<file path="src/rtl/alu_pkg.sv">
// Shared opcode constants and scheduler FSM encoding for the two-requester ALU.
package alu_pkg;

   localparam logic [1:0] OP_ADD = 2'b00;
   localparam logic [1:0] OP_SUB = 2'b01;
   localparam logic [1:0] OP_MUL = 2'b10;
   localparam logic [1:0] OP_DIV = 2'b11;

   typedef enum logic [1:0] {
      ST_IDLE = 2'd0,
      ST_EXEC = 2'd1,
      ST_RESP = 2'd2
   } state_t;

   // mul and div are the multi-cycle ops; both share opcode bit 1
   function automatic logic is_iter_op(input logic [1:0] op);
      return op[1];
   endfunction

endpackage

</file>
<file path="src/rtl/alu_iter_core.sv">
// Iterative datapath: shift-add multiply and restoring divide, one step per cycle.
module alu_iter_core
   import alu_pkg::*;
#(
   parameter int WIDTH = 8
)
(
   input  logic             clk,
   input  logic             rst_n,
   input  logic             start,
   input  logic [1:0]       op,
   input  logic [WIDTH-1:0] a,
   input  logic [WIDTH-1:0] b,
   output logic             done,
   output logic [WIDTH-1:0] f,
   output logic             carry,
   output logic             dz
);

   localparam int CW = $clog2(WIDTH);
   localparam logic [CW-1:0] LAST = CW'(WIDTH - 1);

   logic               busy_q;
   logic [1:0]         op_q;
   logic               dz_q;
   logic [CW-1:0]      cnt_q;
   logic [2*WIDTH-1:0] acc_q;
   logic [2*WIDTH-1:0] acc_d;
   logic [WIDTH-1:0]   opnd_q;

   logic [WIDTH:0]     sum_w;
   logic [WIDTH:0]     rem_shift;
   logic [WIDTH:0]     trial;
   logic               ge;
   logic [WIDTH-1:0]   rem_new;

   // acc holds {partial product, multiplier} for mul and {remainder, dividend/quotient} for div
   always_comb begin
      sum_w     = {1'b0, acc_q[2*WIDTH-1:WIDTH]} + {1'b0, (acc_q[0] ? opnd_q : '0)};
      rem_shift = acc_q[2*WIDTH-1:WIDTH-1];
      trial     = rem_shift - {1'b0, opnd_q};
      ge        = (rem_shift >= {1'b0, opnd_q});
      rem_new   = ge ? trial[WIDTH-1:0] : rem_shift[WIDTH-1:0];
      if (op_q == OP_MUL)
         acc_d = {sum_w, acc_q[WIDTH-1:1]};
      else
         acc_d = {rem_new, acc_q[WIDTH-2:0], ge};
   end

   // Results are taken from the post-step value so the final step's edge can latch them directly
   always_comb begin
      done  = busy_q && (((op_q == OP_DIV) && dz_q) || (cnt_q == LAST));
      f     = ((op_q == OP_DIV) && dz_q) ? '0 : acc_d[WIDTH-1:0];
      carry = (op_q == OP_MUL) && (|acc_d[2*WIDTH-1:WIDTH]);
      dz    = (op_q == OP_DIV) && dz_q;
   end

   always_ff @(posedge clk or negedge rst_n) begin
      if (!rst_n) begin
         busy_q <= 1'b0;
         op_q   <= OP_MUL;
         dz_q   <= 1'b0;
         cnt_q  <= '0;
         acc_q  <= '0;
         opnd_q <= '0;
      end else if (start) begin
         busy_q <= 1'b1;
         op_q   <= op;
         cnt_q  <= '0;
         dz_q   <= (op == OP_DIV) && (b == '0);
         if (op == OP_MUL) begin
            acc_q  <= {{WIDTH{1'b0}}, b};
            opnd_q <= a;
         end else begin
            acc_q  <= {{WIDTH{1'b0}}, a};
            opnd_q <= b;
         end
      end else if (busy_q) begin
         acc_q <= acc_d;
         if (done) begin
            busy_q <= 1'b0;
            cnt_q  <= '0;
         end else begin
            cnt_q <= cnt_q + 1'b1;
         end
      end
   end

endmodule

</file>
<file path="src/rtl/alu_sched.sv">
// Two-requester round-robin ALU scheduler: arbitrates, executes one command at a time,
// and holds the result until the consumer takes it.
module alu_sched
   import alu_pkg::*;
#(
   parameter int WIDTH = 8
)
(
   input  logic               clk,
   input  logic               rst_n,
   input  logic [1:0]         req_valid,
   output logic [1:0]         req_ready,
   input  logic [3:0]         req_op,
   input  logic [2*WIDTH-1:0] req_a,
   input  logic [2*WIDTH-1:0] req_b,
   output logic               rsp_valid,
   input  logic               rsp_ready,
   output logic               rsp_id,
   output logic [WIDTH-1:0]   rsp_f,
   output logic               rsp_carry,
   output logic               rsp_zero,
   output logic               rsp_dz
);

   state_t           state_q;
   logic             last_grant_q;
   logic [1:0]       op_q;
   logic [WIDTH-1:0] a_q;
   logic [WIDTH-1:0] b_q;
   logic             id_q;

   logic             rsp_valid_q;
   logic             rsp_id_q;
   logic [WIDTH-1:0] rsp_f_q;
   logic             rsp_carry_q;
   logic             rsp_zero_q;
   logic             rsp_dz_q;

   logic [1:0]       grant;
   logic             accept;
   logic             sel;
   logic [1:0]       sel_op;
   logic [WIDTH-1:0] sel_a;
   logic [WIDTH-1:0] sel_b;

   logic             core_done;
   logic [WIDTH-1:0] core_f;
   logic             core_carry;
   logic             core_dz;

   logic [WIDTH:0]   add_w;
   logic [WIDTH:0]   sub_w;
   logic [WIDTH-1:0] exec_f;
   logic             exec_carry;
   logic             exec_dz;
   logic             exec_last;

   // On a tie the requester that did not win last time is served
   always_comb begin
      grant = 2'b00;
      case (req_valid)
         2'b01:   grant = 2'b01;
         2'b10:   grant = 2'b10;
         2'b11:   grant = last_grant_q ? 2'b01 : 2'b10;
         default: grant = 2'b00;
      endcase
   end

   assign req_ready = (rst_n && (state_q == ST_IDLE)) ? grant : 2'b00;
   assign accept    = |(req_valid & req_ready);
   assign sel       = req_ready[1];
   assign sel_op    = sel ? req_op[3:2] : req_op[1:0];
   assign sel_a     = sel ? req_a[2*WIDTH-1:WIDTH] : req_a[WIDTH-1:0];
   assign sel_b     = sel ? req_b[2*WIDTH-1:WIDTH] : req_b[WIDTH-1:0];

   alu_iter_core #(
      .WIDTH (WIDTH)
   ) u_core (
      .clk   (clk),
      .rst_n (rst_n),
      .start (accept && is_iter_op(sel_op)),
      .op    (sel_op),
      .a     (sel_a),
      .b     (sel_b),
      .done  (core_done),
      .f     (core_f),
      .carry (core_carry),
      .dz    (core_dz)
   );

   // add/sub finish in their single EXEC cycle; mul/div wait for the core
   always_comb begin
      add_w      = {1'b0, a_q} + {1'b0, b_q};
      sub_w      = {1'b0, a_q} - {1'b0, b_q};
      exec_f     = core_f;
      exec_carry = core_carry;
      exec_dz    = core_dz;
      exec_last  = core_done;
      case (op_q)
         OP_ADD: begin
            exec_f     = add_w[WIDTH-1:0];
            exec_carry = add_w[WIDTH];
            exec_dz    = 1'b0;
            exec_last  = 1'b1;
         end
         OP_SUB: begin
            exec_f     = sub_w[WIDTH-1:0];
            exec_carry = sub_w[WIDTH];
            exec_dz    = 1'b0;
            exec_last  = 1'b1;
         end
         default: ;
      endcase
   end

   always_ff @(posedge clk or negedge rst_n) begin
      if (!rst_n) begin
         state_q      <= ST_IDLE;
         last_grant_q <= 1'b1;
         op_q         <= OP_ADD;
         a_q          <= '0;
         b_q          <= '0;
         id_q         <= 1'b0;
         rsp_valid_q  <= 1'b0;
         rsp_id_q     <= 1'b0;
         rsp_f_q      <= '0;
         rsp_carry_q  <= 1'b0;
         rsp_zero_q   <= 1'b0;
         rsp_dz_q     <= 1'b0;
      end else begin
         case (state_q)
            ST_IDLE: begin
               if (accept) begin
                  op_q         <= sel_op;
                  a_q          <= sel_a;
                  b_q          <= sel_b;
                  id_q         <= sel;
                  last_grant_q <= sel;
                  state_q      <= ST_EXEC;
               end
            end
            ST_EXEC: begin
               if (exec_last) begin
                  rsp_f_q     <= exec_f;
                  rsp_carry_q <= exec_carry;
                  rsp_zero_q  <= (exec_f == '0);
                  rsp_dz_q    <= exec_dz;
                  rsp_id_q    <= id_q;
                  rsp_valid_q <= 1'b1;
                  state_q     <= ST_RESP;
               end
            end
            ST_RESP: begin
               if (rsp_ready) begin
                  rsp_valid_q <= 1'b0;
                  state_q     <= ST_IDLE;
               end
            end
            default: state_q <= ST_IDLE;
         endcase
      end
   end

   assign rsp_valid = rsp_valid_q;
   assign rsp_id    = rsp_id_q;
   assign rsp_f     = rsp_f_q;
   assign rsp_carry = rsp_carry_q;
   assign rsp_zero  = rsp_zero_q;
   assign rsp_dz    = rsp_dz_q;

endmodule

</file>
<file path="config.mk">
export PLATFORM = sky130hd
export DESIGN_NAME = alu_sched
export DESIGN_NICKNAME = d
export VERILOG_FILES = /design/src/rtl/alu_pkg.sv /design/src/rtl/alu_iter_core.sv /design/src/rtl/alu_sched.sv
export SDC_FILE = /design/constraint.sdc
export NUM_CORES = 1
export LEC_CHECK = 0
export ABC_AREA = 1
export CAP_MARGIN = 30
export CORE_MARGIN = 3
export CORE_UTILIZATION = 30
export DETAILED_ROUTE_END_ITERATION = 8
export GPL_TIMING_DRIVEN = 0
export MAX_ROUTING_LAYER = met4
export PLACE_DENSITY = 0.48
export SLEW_MARGIN = 5
export SYNTH_ARGS = -nofsm -noshare
export SYNTH_HDL_FRONTEND = slang
export SYNTH_SLANG_ARGS = --single-unit
export TNS_END_PERCENT = 1
</file>
<file path="constraint.sdc">
create_clock -name clk -period 6.3 [get_ports clk]
set_clock_uncertainty 0.1 [all_clocks]
set_input_delay 1.89 -clock clk [delete_from_list [all_inputs] [get_ports clk]]
set_output_delay 1.89 -clock clk [all_outputs]
set_load 0.1 [all_outputs]
</file>
==> results by group <==
Die
  • Core ar.: 16,100 um^2
  • Die area: 18,100 um^2
  • Die width: 135 um
  • Number of I/O pins: 56
  • Initial Util: 30.9%
  • Row count: 46
  • Die Ht: 135 um

Synth
  • Avg Cell Area, Syn: 7.08 um^2
  • Post-Syn Instances: 701
  • EDFF count, synth: 0
  • Post-synth top area cell: dfrtp_1
  • Post-Syn Area: 4960 um^2
  • Synth cell count leaders: 205 x nand2_1, 85 x inv_1, 64 x dfrtp_1
  • Netlist cell types: 46
  • Async set-or-reset flop fraction in the synthesized netlist: 100%
  • Synth Flop Type: dfrtp_1
  • Synth top area cells: dfrtp_1 32%, nand2_1 16%, ha_1 8.6%
  • Yosys reg bits: 66
  • Post-synthesis sequential area ratio: 33.3%
  • Share of the synthesized area in the top cell type: 32.3%
  • Cell with the most instances after synthesis: nand2_1
  • Yosys warnings: 0
  • Post-synth net total: 780

Run status
  • Status: finished clean

STA
  • Total negative slack: 0 ns
  • RSZ-0062 raised after global routing: false
  • Worst hold slack: 0.366 ns
  • Fin crit period: 6.00 ns
  • Worst-Margin Slew: 0.972 ns
  • Max Fclk: 0.167 GHz
  • Slew HR: 35.0%
  • Max Transition Viols Final: 0
  • Final setup vio count: 0
  • Final period util: 95.2%
  • Final hold violation count: 0

Route
  • Vias/cell: 4.80
  • Drc violations: 0
  • Routed Wire Length: 15.1 mm
  • Initial drt markers: 252
  • WL/cell: 15.3 um
  • 1st-pass router iterations: 5
  • Post-route ant nets: 0
  • Via count: 4,751

Pwr
  • Total power: 0.00373 W
  • Power per cell area: 613 nW/um^2
  • Lkg Pwr: 3.04 nW
  • Worst vdd ir: 0.217 mV

GRT
  • First-pass GRT wire length: 25.1 mm
  • Largest net degree at the start of global routing: 51
  • Initial antenna violation count: 0
  • Vias in the first global route: 4,644
  • All-Layer GR Usage: 18.2%
  • Total congestion overflow: 0

CTS
  • Clk_lat worst skew: 0.35 ns
  • Clock sinks: 66
  • Setup Fix Bufs, Post-CTS: 0
  • Clk slew on worst S/H paths: 0.06 ns
  • Root buf cell: clkbuf_16
  • CTS H-tree depth: 3
  • Hold buffers post-CTS: 0
  • Num CTS Buffers: 9
  • CTS tree: built
  • CTS Buffer Depth: 2

Min path
  • Hold Crit Class: reg -> reg

Place
  • Gpl congestion: 0.886
  • Hpwl dp: 12.2 mm
  • Placed Cells: 973
  • IO Port Bufs: 55

Final layout
  • Antenna diodes: 0
  • Final net count: 847
  • Share of post-route cells with drive strength above 1: 7.76%
  • Non-Filler Instances: 989
  • Area delta synth->final: 22.7%
  • Layout Utilization: 37.9%

Setup path
  • Crit path max fanout: 50
  • CP required: 4.31 ns
  • CP Launch Type: primary input
  • Crit path capture type: primary output
  • Crit Path Class: in -> out
  • Worst EP arrival: 4.01 ns
  • Reg2reg setup slack: 3.39 ns

Job
  • Max_cap viols: 0
-- metal layers --
layer | GRT usage (%) | up-vias | wire length (um)
met5 | - | - | 0
met4 | 6.33 | 0 | 371
met3 | 2.94 | 20 | 510
met2 | 25.2 | 95 | 6370
met1 | 26.7 | 2217 | 7850
li1 | - | 2419 | -
-- cell families (layout without fill, tap and decap cells) --
family	count (synthesis)	count (layout)	share of synthesized area (%)
simple gates	347	347	30.0
compound gates	132	132	15.2
buf+inv	108	180	9.28
flops	66	66	33.3
fa+ha+maj	38	38	10.2
mux	9	9	1.89
xor+xnor	1	1	0.176
-- where the power goes --
group / internal (W) / switching (W) / total, W
Combinational: 0.000811 / 0.00165 / 0.00246
Clock: 0.000268 / 0.000209 / 0.000477
Sequential: 0.000627 / 0.000174 / 0.000801
-- metrics by stage --
stage / instance area, um^2 / setup slack, ns
after floorplan: 4960 / 0.581
after global placement: 5780 / -2.83
after detailed placement: 5810 / -0.341
after CTS: 6090 / 0.225
after global routing: 6090 / 0.0541
final: 6090 / 0.304
-- cells in the final DEF, fill, tap and decap left out, drive strengths merged, types with 3 or more instances in the layout --
cell / n
or2: 13
clkinvlp: 5
o22ai: 8
a211oi: 4
a21oi: 32
inv: 90
buf: 13
nor3: 4
clkbuf: 17
nand3b: 3
clkdlybuf4s50: 52
ha: 34
fa: 4
o21a: 3
nand3: 50
o21ai: 77
nand2: 212
dfrtp: 64
nand4: 10
nor2: 52
mux2i: 9
-- flip-flops by register name, indices dropped and copies added, names as in the netlist, 2 cells and up --
name           count
op_q               2
state_q            2
u_core.op_q        2
u_core.cnt_q       3
u_core.acc_q      16
b_q                8
a_q                8
u_core.opnd_q      8
rsp_f              8
-- worst max-delay path, stage by stage --
cell             delay [ns]
buf_4                  0.26
buf_16                 0.29
nor3b_2                0.28
o21ai_2                0.20
clkbuf_1               0.30
nor2_1                 0.16
clkdlybuf4s15_2        0.58
-- path summary, 6_finish.rpt --
path,from,depth (start not counted),end
worst max-delay path,rst_n,7,req_ready[0]
worst min-delay path,last_grant_q,2,last_grant_q
worst max register to register,u_core.acc_q[0],19,rsp_carry
worst min register to register,last_grant_q,2,last_grant_q
max in group asynchronous,rst_n,2,last_grant_q
min in group asynchronous,rst_n,1,u_core.acc_q[14]
-- cell type report --
cell class	instances	area [um^2]
Inverter	89	337
Fill cell	1709	9970
Clock buffer	9	225
Buffer	19	124
Clock inverter	7	55.1
Sequential cell	66	1650
Tap cell	216	270
Timing Repair Buffer	56	576
Multi-Input combinational cell	527	2850
-- timing repair --
action                     CTS  global route
hold endpoints to repair     0             0
resized for setup            4             0
setup endpoints to repair    2             0
No activity file was read; power rests on OpenSTA's default activity.
